[src/rtl/sd_spi_card_responder_if.sv]
// SPI link between the host-side SD controller and the card model.
interface sd_spi_card_responder_if;
  logic spi_clk;
  logic cs;
  logic mosi;
  logic miso;
  modport master (output spi_clk, cs, mosi, input miso);
  modport slave  (input spi_clk, cs, mosi, output miso);
endinterface

[src/rtl/sd_spi_card_responder.sv]
// SPI-mode SD card model: decodes 48-bit commands, answers R1/R3/R7, serves CMD17 from a sector store.
// Optional command CRC7 checking is enabled with SD_RESP_CRC7_CHECK_EN.
module sd_spi_card_responder #(
  parameter int          NCR_BYTES         = 1,
  parameter int          NAC_BYTES         = 2,
  parameter int          ACMD41_BUSY_COUNT = 2,
  parameter logic [31:0] OCR_VALUE         = 32'hC0FF8000
) (
  input  logic                   clk,
  input  logic                   rst_n,
  sd_spi_card_responder_if.slave spi,
  output logic                   rd_en,
  output logic [31:0]            blk_addr,
  output logic [8:0]             byte_idx,
  input  logic [7:0]             rd_data,
  output logic                   card_ready,
  output logic                   cmd_strobe,
  output logic [5:0]             cmd_index
);
  typedef enum logic [2:0] {RX_CMD, GAP, TX_RESP, TX_DGAP, TX_TOKEN, TX_DATA, TX_CRC} state_t;

  localparam logic [3:0] NCR_LAST = 4'(NCR_BYTES - 1);
  localparam logic [3:0] NAC_LAST = 4'(NAC_BYTES - 1);
  localparam logic [7:0] BUSY_CNT = 8'(ACMD41_BUSY_COUNT);

  state_t      state_q, state_d;
  logic [2:0]  sclk_s;
  logic [1:0]  cs_s, mosi_s;
  logic        cs_hi, mosi_b, rise, fall;
  logic [46:0] cmd_sr;
  logic [5:0]  cmd_cnt;
  logic [47:0] frame;
  logic        frame_done, accept, crc_bad;
  logic [2:0]  bit_cnt;
  logic [3:0]  byte_cnt;
  logic [7:0]  tx_byte;
  logic [39:0] resp_buf;
  logic [2:0]  resp_len;
  logic        go_data;
  logic [8:0]  dcnt;
  logic [7:0]  data_q;
  logic        rd_dly;
  logic        idle_bit, cmd55_seen;
  logic [7:0]  acmd_cnt;
  logic        miso_q;
  logic [7:0]  r1, acmd_d;
  logic [39:0] resp_d;
  logic [2:0]  len_d;
  logic        go_d, idle_d, ready_d, c55_d;
  logic        byte_done, last_byte, rd_en_d;

  assign cs_hi      = cs_s[1];
  assign mosi_b     = mosi_s[1];
  assign rise       = sclk_s[1] & ~sclk_s[2];
  assign fall       = ~sclk_s[1] & sclk_s[2];
  assign frame      = {cmd_sr, mosi_b};
  assign frame_done = (state_q == RX_CMD) && rise && (cmd_cnt == 6'd47);
  assign accept     = frame_done && frame[46] && frame[0];
  assign byte_done  = rise && (bit_cnt == 3'd7);
  assign spi.miso   = miso_q;

`ifdef SD_RESP_CRC7_CHECK_EN
  function automatic logic [6:0] crc7(input logic [39:0] d);
    logic [6:0] c;
    logic       fb;
    c = '0;
    for (int i = 39; i >= 0; i--) begin
      fb = d[i] ^ c[6];
      c  = {c[5:0], 1'b0} ^ (fb ? 7'h09 : 7'h00);
    end
    return c;
  endfunction
  assign crc_bad = crc7(frame[47:8]) != frame[7:1];
`else
  logic unused_crc;
  assign unused_crc = ^frame[7:1] ^ frame[47];
  assign crc_bad    = 1'b0;
`endif

  // Command decode: response bytes (left-aligned) and the status updates to apply on accept.
  always_comb begin
    r1      = {5'b0, 1'b1, 1'b0, idle_bit};
    len_d   = 3'd1;
    go_d    = 1'b0;
    idle_d  = idle_bit;
    ready_d = card_ready;
    c55_d   = 1'b0;
    acmd_d  = acmd_cnt;
    if (crc_bad) begin
      r1    = {4'b0, 1'b1, 2'b0, idle_bit};
      c55_d = cmd55_seen;
    end else begin
      case (frame[45:40])
        6'd0: begin
          idle_d = 1'b1; ready_d = 1'b0; acmd_d = '0; r1 = 8'h01;
        end
        6'd8: begin
          r1 = {7'b0, idle_bit}; len_d = 3'd5;
        end
        6'd55: begin
          c55_d = 1'b1; r1 = {7'b0, idle_bit};
        end
        6'd41: if (cmd55_seen) begin
          if (acmd_cnt < BUSY_CNT) begin
            acmd_d = acmd_cnt + 8'd1; r1 = 8'h01;
          end else begin
            idle_d = 1'b0; ready_d = 1'b1; r1 = 8'h00;
          end
        end
        6'd58: begin
          r1 = {7'b0, idle_bit}; len_d = 3'd5;
        end
        6'd17: if (!idle_bit) begin
          r1 = 8'h00; go_d = 1'b1;
        end else begin
          r1 = 8'h05;
        end
        default: ;
      endcase
    end
    resp_d = {r1, 32'h0};
    if (!crc_bad && frame[45:40] == 6'd8)  resp_d = {r1, 24'h000001, frame[15:8]};
    if (!crc_bad && frame[45:40] == 6'd58) resp_d = {r1, OCR_VALUE};
  end

  always_comb begin
    last_byte = 1'b0;
    case (state_q)
      GAP:      last_byte = byte_cnt == NCR_LAST;
      TX_RESP:  last_byte = byte_cnt == {1'b0, resp_len - 3'd1};
      TX_DGAP:  last_byte = byte_cnt == NAC_LAST;
      TX_TOKEN: last_byte = 1'b1;
      TX_DATA:  last_byte = dcnt == 9'd511;
      TX_CRC:   last_byte = byte_cnt == 4'd1;
      default:  last_byte = 1'b0;
    endcase
  end

  always_comb begin
    state_d = state_q;
    if (cs_hi) state_d = RX_CMD;
    else if (state_q == RX_CMD) begin
      if (accept) state_d = GAP;
    end else if (byte_done && last_byte) begin
      case (state_q)
        GAP:      state_d = TX_RESP;
        TX_RESP:  state_d = go_data ? TX_DGAP : RX_CMD;
        TX_DGAP:  state_d = TX_TOKEN;
        TX_TOKEN: state_d = TX_DATA;
        TX_DATA:  state_d = TX_CRC;
        default:  state_d = RX_CMD;
      endcase
    end
    // Fetch the next sector byte mid-way through the byte before it; none during the last data byte.
    rd_en_d = !cs_hi && rise && (bit_cnt == 3'd3) &&
              (state_q == TX_TOKEN || (state_q == TX_DATA && dcnt != 9'd511));
  end

  always_ff @(posedge clk or negedge rst_n)
    if (!rst_n) state_q <= RX_CMD;
    else        state_q <= state_d;

  always_ff @(posedge clk or negedge rst_n) begin
    if (!rst_n) begin
      sclk_s <= '0; cs_s <= '1; mosi_s <= '1;
      cmd_sr <= '0; cmd_cnt <= '0; bit_cnt <= '0; byte_cnt <= '0;
      tx_byte <= 8'hFF; resp_buf <= '0; resp_len <= 3'd1; go_data <= 1'b0;
      dcnt <= '0; data_q <= '0; rd_dly <= 1'b0; rd_en <= 1'b0;
      idle_bit <= 1'b1; cmd55_seen <= 1'b0; acmd_cnt <= '0; card_ready <= 1'b0;
      miso_q <= 1'b1; blk_addr <= '0; byte_idx <= '0; cmd_strobe <= 1'b0; cmd_index <= '0;
    end else begin
      sclk_s     <= {sclk_s[1:0], spi.spi_clk};
      cs_s       <= {cs_s[0], spi.cs};
      mosi_s     <= {mosi_s[0], spi.mosi};
      cmd_strobe <= 1'b0;
      rd_en      <= rd_en_d;
      rd_dly     <= rd_en;
      if (rd_dly) data_q <= rd_data;
      if (cs_hi) begin
        miso_q <= 1'b1; bit_cnt <= '0; cmd_cnt <= '0; byte_cnt <= '0;
      end else begin
        if (fall) miso_q <= (state_q == RX_CMD) ? 1'b1 : tx_byte[~bit_cnt];
        if (state_q == RX_CMD) begin
          if (rise) begin
            cmd_sr <= {cmd_sr[45:0], mosi_b};
            if (cmd_cnt == 6'd0) cmd_cnt <= {5'd0, ~mosi_b};
            else if (frame_done) cmd_cnt <= '0;
            else                 cmd_cnt <= cmd_cnt + 6'd1;
          end
          if (accept) begin
            cmd_strobe <= 1'b1;
            cmd_index  <= frame[45:40];
            tx_byte    <= 8'hFF;
            byte_cnt   <= '0;
            bit_cnt    <= '0;
            resp_buf   <= resp_d;
            resp_len   <= len_d;
            go_data    <= go_d;
            idle_bit   <= idle_d;
            card_ready <= ready_d;
            cmd55_seen <= c55_d;
            acmd_cnt   <= acmd_d;
            if (go_d) blk_addr <= frame[39:8];
          end
        end else if (rise) begin
          bit_cnt <= bit_cnt + 3'd1;
          if (bit_cnt == 3'd7) begin
            tx_byte <= 8'hFF;
            if (last_byte) begin
              byte_cnt <= '0;
              case (state_q)
                GAP:      begin tx_byte <= resp_buf[39:32]; resp_buf <= resp_buf << 8; end
                TX_DGAP:  begin tx_byte <= 8'hFE; byte_idx <= '0; end
                TX_TOKEN: begin tx_byte <= data_q; dcnt <= '0; byte_idx <= 9'd1; end
                TX_DATA:  byte_idx <= '0;
                default: ;
              endcase
            end else begin
              byte_cnt <= byte_cnt + 4'd1;
              if (state_q == TX_RESP) begin
                tx_byte <= resp_buf[39:32]; resp_buf <= resp_buf << 8;
              end
              if (state_q == TX_DATA) begin
                tx_byte <= data_q; dcnt <= dcnt + 9'd1; byte_idx <= byte_idx + 9'd1;
              end
            end
          end
        end
      end
    end
  end
endmodule
[src/flat_wrapper.sv]
// flat-port wrapper written by rule: the top's interface ports become plain ports
module sd_spi_card_responder_flat 
#(
  parameter int          NCR_BYTES         = 1,
  parameter int          NAC_BYTES         = 2,
  parameter int          ACMD41_BUSY_COUNT = 2,
  parameter logic [31:0] OCR_VALUE         = 32'hC0FF8000
)
  (clk, rst_n, rd_en, blk_addr, byte_idx, rd_data, card_ready, cmd_strobe, cmd_index, spi_spi_clk, spi_cs, spi_mosi, spi_miso);
  sd_spi_card_responder_if spi_i ();
  input  logic clk;
  input  logic rst_n;
  output logic rd_en;
  output logic [31:0] blk_addr;
  output logic [8:0] byte_idx;
  input  logic [7:0] rd_data;
  output logic card_ready;
  output logic cmd_strobe;
  output logic [5:0] cmd_index;
  input wire logic [$bits(spi_i.spi_clk)-1:0] spi_spi_clk;
  input wire logic [$bits(spi_i.cs)-1:0] spi_cs;
  input wire logic [$bits(spi_i.mosi)-1:0] spi_mosi;
  output wire logic [$bits(spi_i.miso)-1:0] spi_miso;
  assign spi_i.spi_clk = spi_spi_clk;
  assign spi_i.cs = spi_cs;
  assign spi_i.mosi = spi_mosi;
  assign spi_miso = spi_i.miso;
  sd_spi_card_responder #(.NCR_BYTES(NCR_BYTES), .NAC_BYTES(NAC_BYTES), .ACMD41_BUSY_COUNT(ACMD41_BUSY_COUNT), .OCR_VALUE(OCR_VALUE)) u_core (.clk(clk), .rst_n(rst_n), .spi(spi_i), .rd_en(rd_en), .blk_addr(blk_addr), .byte_idx(byte_idx), .rd_data(rd_data), .card_ready(card_ready), .cmd_strobe(cmd_strobe), .cmd_index(cmd_index));
endmodule
[config.mk]
export PLATFORM = sky130hd
export DESIGN_NAME = sd_spi_card_responder_flat
export DESIGN_NICKNAME = d
export VERILOG_FILES = /design/src/rtl/sd_spi_card_responder_if.sv /design/src/rtl/sd_spi_card_responder.sv /design/src/flat_wrapper.sv
export SDC_FILE = /design/constraint.sdc
export NUM_CORES = 1
export LEC_CHECK = 0
export ABC_CLOCK_PERIOD_IN_PS = 2600
export CORE_MARGIN = 5
export CORE_UTILIZATION = 50
export DETAILED_ROUTE_END_ITERATION = 12
export DONT_BUFFER_PORTS = 1
export HOLD_SLACK_MARGIN = 0.15
export PLACE_DENSITY = 0.75
export SKIP_CTS_REPAIR_TIMING = 1
export SLEW_MARGIN = 20
export SYNTH_ARGS = -nofsm -noshare
export SYNTH_HDL_FRONTEND = slang
export SYNTH_SLANG_ARGS = --single-unit
export TNS_END_PERCENT = 30
[constraint.sdc]
create_clock -name clk -period 2.6 [get_ports clk]
set_input_delay 0 -clock clk [delete_from_list [all_inputs] [get_ports clk]]
set_output_delay 0 -clock clk [all_outputs]
set_load 0.02 [all_outputs]
Word level (Yosys, flattened, before mapping)
Index checks and enable logic that the tools add are counted.
{ "totals": {"regBits": 200, "out_inout_bits": 51, "elab_cells": 182} }
{ "op_classes": {"n_addsub": 7, "n_lt_le_gt_ge": 2, "eq_ne": 26, "muxes": 70, "bitwise": 8, "n_reduce_logical": 44} }
{ "ops": {"columns": ["operator", "count"], "rows": [
  ["2-to-1 mux 40 bit", 7],
  ["2-to-1 mux 8 bit", 10],
  ["2-to-1 mux 9 bit", 6],
  ["2-to-1 mux 32 bit", 1],
  ["case mux 8 bit (4 select lines)", 1],
  ["2-to-1 mux 3 bit", 10],
  ["2-to-1 mux 6 bit", 5],
  ["AND reduction 6 bit", 5],
  ["== test 6 bit (second input constant)", 4],
  ["2-to-1 mux 4 bit", 6],
  ["case mux 8 bit (3 select lines)", 1],
  ["adder 9 x 1 -> 9 bit (second input constant)", 2],
  ["case mux 9 bit (2 select lines)", 1],
  ["case mux 8 bit (2 select lines)", 1],
  ["2-to-1 mux 1 bit", 15],
  ["case mux 3 bit (5 select lines)", 1],
  ["nonzero test 2 bit", 7],
  ["== test 3 bit (second input constant)", 4],
  ["zero test 6 bit", 2],
  ["nonzero test 3 bit", 4],
  ["logical AND 1 bit", 10],
  ["== test 3 x 2 -> 1 bit (second input constant)", 3],
  ["== test 9 bit (second input constant)", 1],
  ["!= test 9 bit (second input constant)", 1],
  ["other kinds (32)", 49]
]} }

Depth between registers and ports, before layout
{ "depth": {"depth_word": 9, "mapped_depth": 12, "depth_no_buf": 11} }

Worst setup path after synthesis
Ideal clock, no wire load.
{ "synth_timing": {"path_type": "register to register", "startpoint": "reg u_core.cmd_sr[44]", "endpoint": "reg u_core.blk_addr[10]", "setup_ns": 0.125, "arrival_ns": 2.255, "path_slack_ns": 0.220, "path_stages_with_launch": 8, "period_less_slack_ns": 2.380, "path_cell_list": "dfrtp_1 -> buf_6 -> or4b_4 -> or3b_1 -> or3_1 -> buf_6 -> buf_12 -> mux2_4"} }
{ "synth_between": {"elab_chain_cells": 3} }
{ "synth_rtl": {"columns": ["item", "line", "source"], "rows": [
  ["start, declared", "sd_spi_card_responder.sv:30", "logic [46:0] cmd_sr;"],
  ["start signal, assigned", "sd_spi_card_responder.sv:185", "cmd_sr <= {cmd_sr[45:0], mosi_b};"],
  ["== test 6 x 5 -> 1 bit", "sd_spi_card_responder.sv:93", "case (frame[45:40])"],
  ["2-to-1 mux 1 bit", "sd_spi_card_responder.sv:93", null],
  ["AND reduction 4 bit (no line)", null, null],
  ["end signal, assigned", "sd_spi_card_responder.sv:203", "if (go_d) blk_addr <= frame[39:8];"],
  ["end, declared", "sd_spi_card_responder.sv:13", "output logic [31:0] blk_addr,"]
]} }
Every way passes these cells.
A chain may end at the register's enable or synchronous reset.

Worst setup path after layout
{ "layout_timing": {"startpoint": "reg u_core.cmd_cnt[0]", "endpoint": "reg u_core.blk_addr[10]"} }
{ "layout_between": {"elab_chain_cells": 5} }
{ "layout_rtl": {"columns": ["item", "line", "source"], "rows": [
  ["start, declared", "sd_spi_card_responder.sv:31", "logic [5:0] cmd_cnt;"],
  ["start signal, assigned", "sd_spi_card_responder.sv:186", "if (cmd_cnt == 6'd0) cmd_cnt <= {5'd0, ~mosi_b};"],
  ["start signal, assigned", "sd_spi_card_responder.sv:188", "else cmd_cnt <= cmd_cnt + 6'd1;"],
  ["== test 6 bit", "sd_spi_card_responder.sv:57", "assign frame_done = (state_q == RX_CMD) && rise && (cmd_cnt == 6'd47);"],
  ["logical AND 1 bit", "sd_spi_card_responder.sv:57", null],
  ["logical AND 1 bit (2 in a row)", "sd_spi_card_responder.sv:58", "assign accept = frame_done && frame[46] && frame[0];"],
  ["AND reduction 4 bit (no line)", null, null]
]} }
Every way passes these cells.

==> reports/qor.yml <==
status:
  status: "finished with violations"
  violations: "negative hold slack"
cts:
  clock_sinks: 198
  insertion_delay_ns: 0.44
  clk_path_buf_depth: 2
  numCtsBuffers: 17
  path_clk_slew_ns: 0.07
  h-tree-depth: 4
  root_buffer: "clkbuf_16"
  cts_tree: "done"
setup_path:
  critical-path-top-delay-family: "simple AND/OR/NAND/NOR gates"
  critPathKind: "reg -> reg"
  endpoint_kind: "register"
  critical_path_buf_inv_count: 1
  path_cells: "ha_1 > nand3_1 > nor4_1 > nand2_1 > or3_2 > buf_12 > mux2_4"
  worst_ep_arrival_time_ns: 2.78
  endpoint: "u_core.blk_addr[10]"
  required_ns: 2.92
  cp_slowest_cell: "or3_2"
  cp_max_fo: 33
  slowest_delay_ns: 0.50
  crit_cells: 7
  startpoint: "u_core.cmd_cnt[0]"
  reg2reg_depth: 7
  rrSetupSlack_ns: 0.14
  start_kind: "register"
  r2r-start: "u_core.cmd_cnt[0]"
  r2r_end: "u_core.blk_addr[10]"
detailed_routing:
  drtIter0Drc: 590
  viasPerCell: 5.447
  firstDrtPassIters: 6
  wire_per_inst_microns: 15.27
  num_vias: 6084
  drcViolationCount: 0
  routed_wl_microns: 17060
  drtAntennaViolNets: 0
sta:
  post-route-period-util: 0.9465
  finalHoldViolations: 198
  drv_slew: 0
  max_freq_mhz: 406.4
  rsz0062_at_grt: "yes"
  whs_ns: -0.7435
  finalSetupViolCount: 0
  relSlewSlack: 0.5796
  clock_skew_ns: 0.01151
  period_needed_ns: 2.461
  worst_pin_slew_ns: 0.6258
final_layout:
  drive_above_1_share: 0.1446
  antenna_cells: 0
  layout.nets: 903
  area_delta_synth_final_pct: 11.99
  final_cell_count_no_fill: 1117
synthesis:
  synth_seq_area_share: 0.5700
  yosysWarnings: 0
  synthArstFlopShare: 1.000
  ys_types: 69
  syn_area_sq_um: 8723
  synth_seq_cells: 198
  synth_edf_count: 0
  synth_ff_type: "dfrtp_1"
  syn_area_per_cell_sq_um: 10.10
  syn_inst: 864
  synth_fp_nets: 888
die:
  coreArea_sq_um: 17240
  die_w_microns: 142.1
  die-area_sq_um: 20190
  num_rows: 48
  start_util: 0.5061
  io_pins: 64
  dieHeight_microns: 142.1
run:
  drv_cap: 0
global_route:
  first_global_vias: 5855
  track_usage: 0.1775
  antenna_found_initial: 0
  grt_overflow: 0
  grt_pass1_wl_microns: 29370
  grt_max_degree: 199
power:
  p_leak_nw: 4.714
  vdd_drop_max_mv: 0.6200
  power.density_nw_per_um2: 643.0
  power_mw: 6.281
placed_design:
  place_hpwl_microns: 10840
  dp_cells: 1071
  routabilityCongestion: 0.8525
  numPortBuffers: 0
min_path:
  worstHoldPathType: "in -> async"
final cells by class:
class,count,area (sq um)
Clock inverter,12,153.9
Fill cell,1455,7467
Sequential cell,198,4972
Multi-Input combinational cell,594,3437
Tap cell,225,281.5
Inverter,30,112.6
Timing Repair Buffer,38,345.3
Clock buffer,20,466.7
kinds of logic after synthesis:
logic type	synth area share
compound gates	0.1168
xor+xnor	0.001004
fa+ha+maj	0.01578
buf+inv	0.03944
flops	0.5700
mux	0.07401
simple gates	0.1830
how the worst min path moves through the flow:
stage,cells past startpoint,to
finish,0,u_core.byte_idx[7]
global route,0,u_core.byte_idx[8]
CTS,0,u_core.acmd_cnt[7]
detailed placement,0,u_core.byte_idx[8]
global placement,0,u_core.byte_idx[8]
floorplan,0,u_core.acmd_cnt[0]
layout by cell type (no fill, tap or decap), types with 4 or more instances in the layout:
master / n
nand2_1: 247
dfrtp_1: 184
o21ai_0: 83
nor2_1: 45
inv_1: 30
mux2_4: 29
a21oi_1: 22
buf_4: 22
nand3_1: 17
clkbuf_16: 17
dlygate4sd3_1: 14
dfstp_2: 14
mux2_2: 12
ha_1: 11
nor3_1: 9
nand2b_1: 7
a221oi_1: 7
and2_1: 7
inv_6: 7
a31oi_1: 6
and3_1: 6
o31ai_1: 5
a21o_1: 4
nor4_1: 4
or3_1: 4
a22o_1: 4
cells in the mapped netlist, types with 7 or more instances:
| library cell | n | area share |
|---|---|---|
| a221oi_1 | 7 | 0.0070 |
| buf_2 | 7 | 0.0040 |
| and2_1 | 8 | 0.0057 |
| dfstp_2 | 14 | 0.042 |
| inv_1 | 30 | 0.013 |
| nor3_1 | 9 | 0.0052 |
| nor2_1 | 45 | 0.019 |
| nand2_1 | 247 | 0.11 |
| mux2_2 | 12 | 0.015 |
| mux2_4 | 29 | 0.050 |
| ha_1 | 11 | 0.016 |
| nand2b_1 | 7 | 0.0050 |
| clkbuf_1 | 25 | 0.011 |
| a21oi_1 | 22 | 0.013 |
| nand3_1 | 18 | 0.010 |
| o21ai_0 | 83 | 0.048 |
| dfrtp_1 | 184 | 0.53 |
per-layer routing:
metal | global-route usage | vias up | routed length, microns
li1 | - | 2969 | -
met1 | 0.2508 | 2958 | 7986
met2 | 0.2643 | 135 | 7745
met3 | 0.05612 | 22 | 1086
met4 | 0.05404 | 0 | 243
met5 | 0 | - | 0
power breakdown:
group / switching [mW] / internal (mW) / total [mW] / leakage, nW
clock network: 1.19 / 1.53 / 2.72 / 0.302
logic: 0.243 / 0.124 / 0.368 / 1.75
registers: 0.0506 / 3.14 / 3.19 / 2.67
total: 1.49 / 4.79 / 6.28 / 4.71
flip-flops by register name, summed over array words and instances, names as in the netlist, 3 cells and up:
name,cells
u_core.cmd_sr,46
u_core.data_q,8
u_core.cmd_cnt,6
u_core.blk_addr,32
u_core.dcnt,9
u_core.tx_byte,8
u_core.byte_idx,9
u_core.cmd_index,6
u_core.sclk_s,3
u_core.bit_cnt,3
u_core.resp_buf,40
u_core.byte_cnt,4
u_core.acmd_cnt,8
u_core.state_q,3
per-stage QoR:
stage          utilization  instance area, sq um  hold WS, ns  setup TNS (ns)  worst slack (ns)
3_5_place_dp        0.5216                  8991      -0.2904               0           0.09778
5_1_grt             0.5668                  9769      -0.7587       -0.001967         -0.001967
4_1_cts             0.5576                  9612      -0.7571               0           0.08735
2_1_floorplan            -                  8723      -0.2956               0            0.2201
3_3_place_gp        0.5216                  8991      -0.2888               0            0.1603
6_report            0.5668                  9769      -0.7435               0            0.1391
Power figures use the tool's default switching activity.
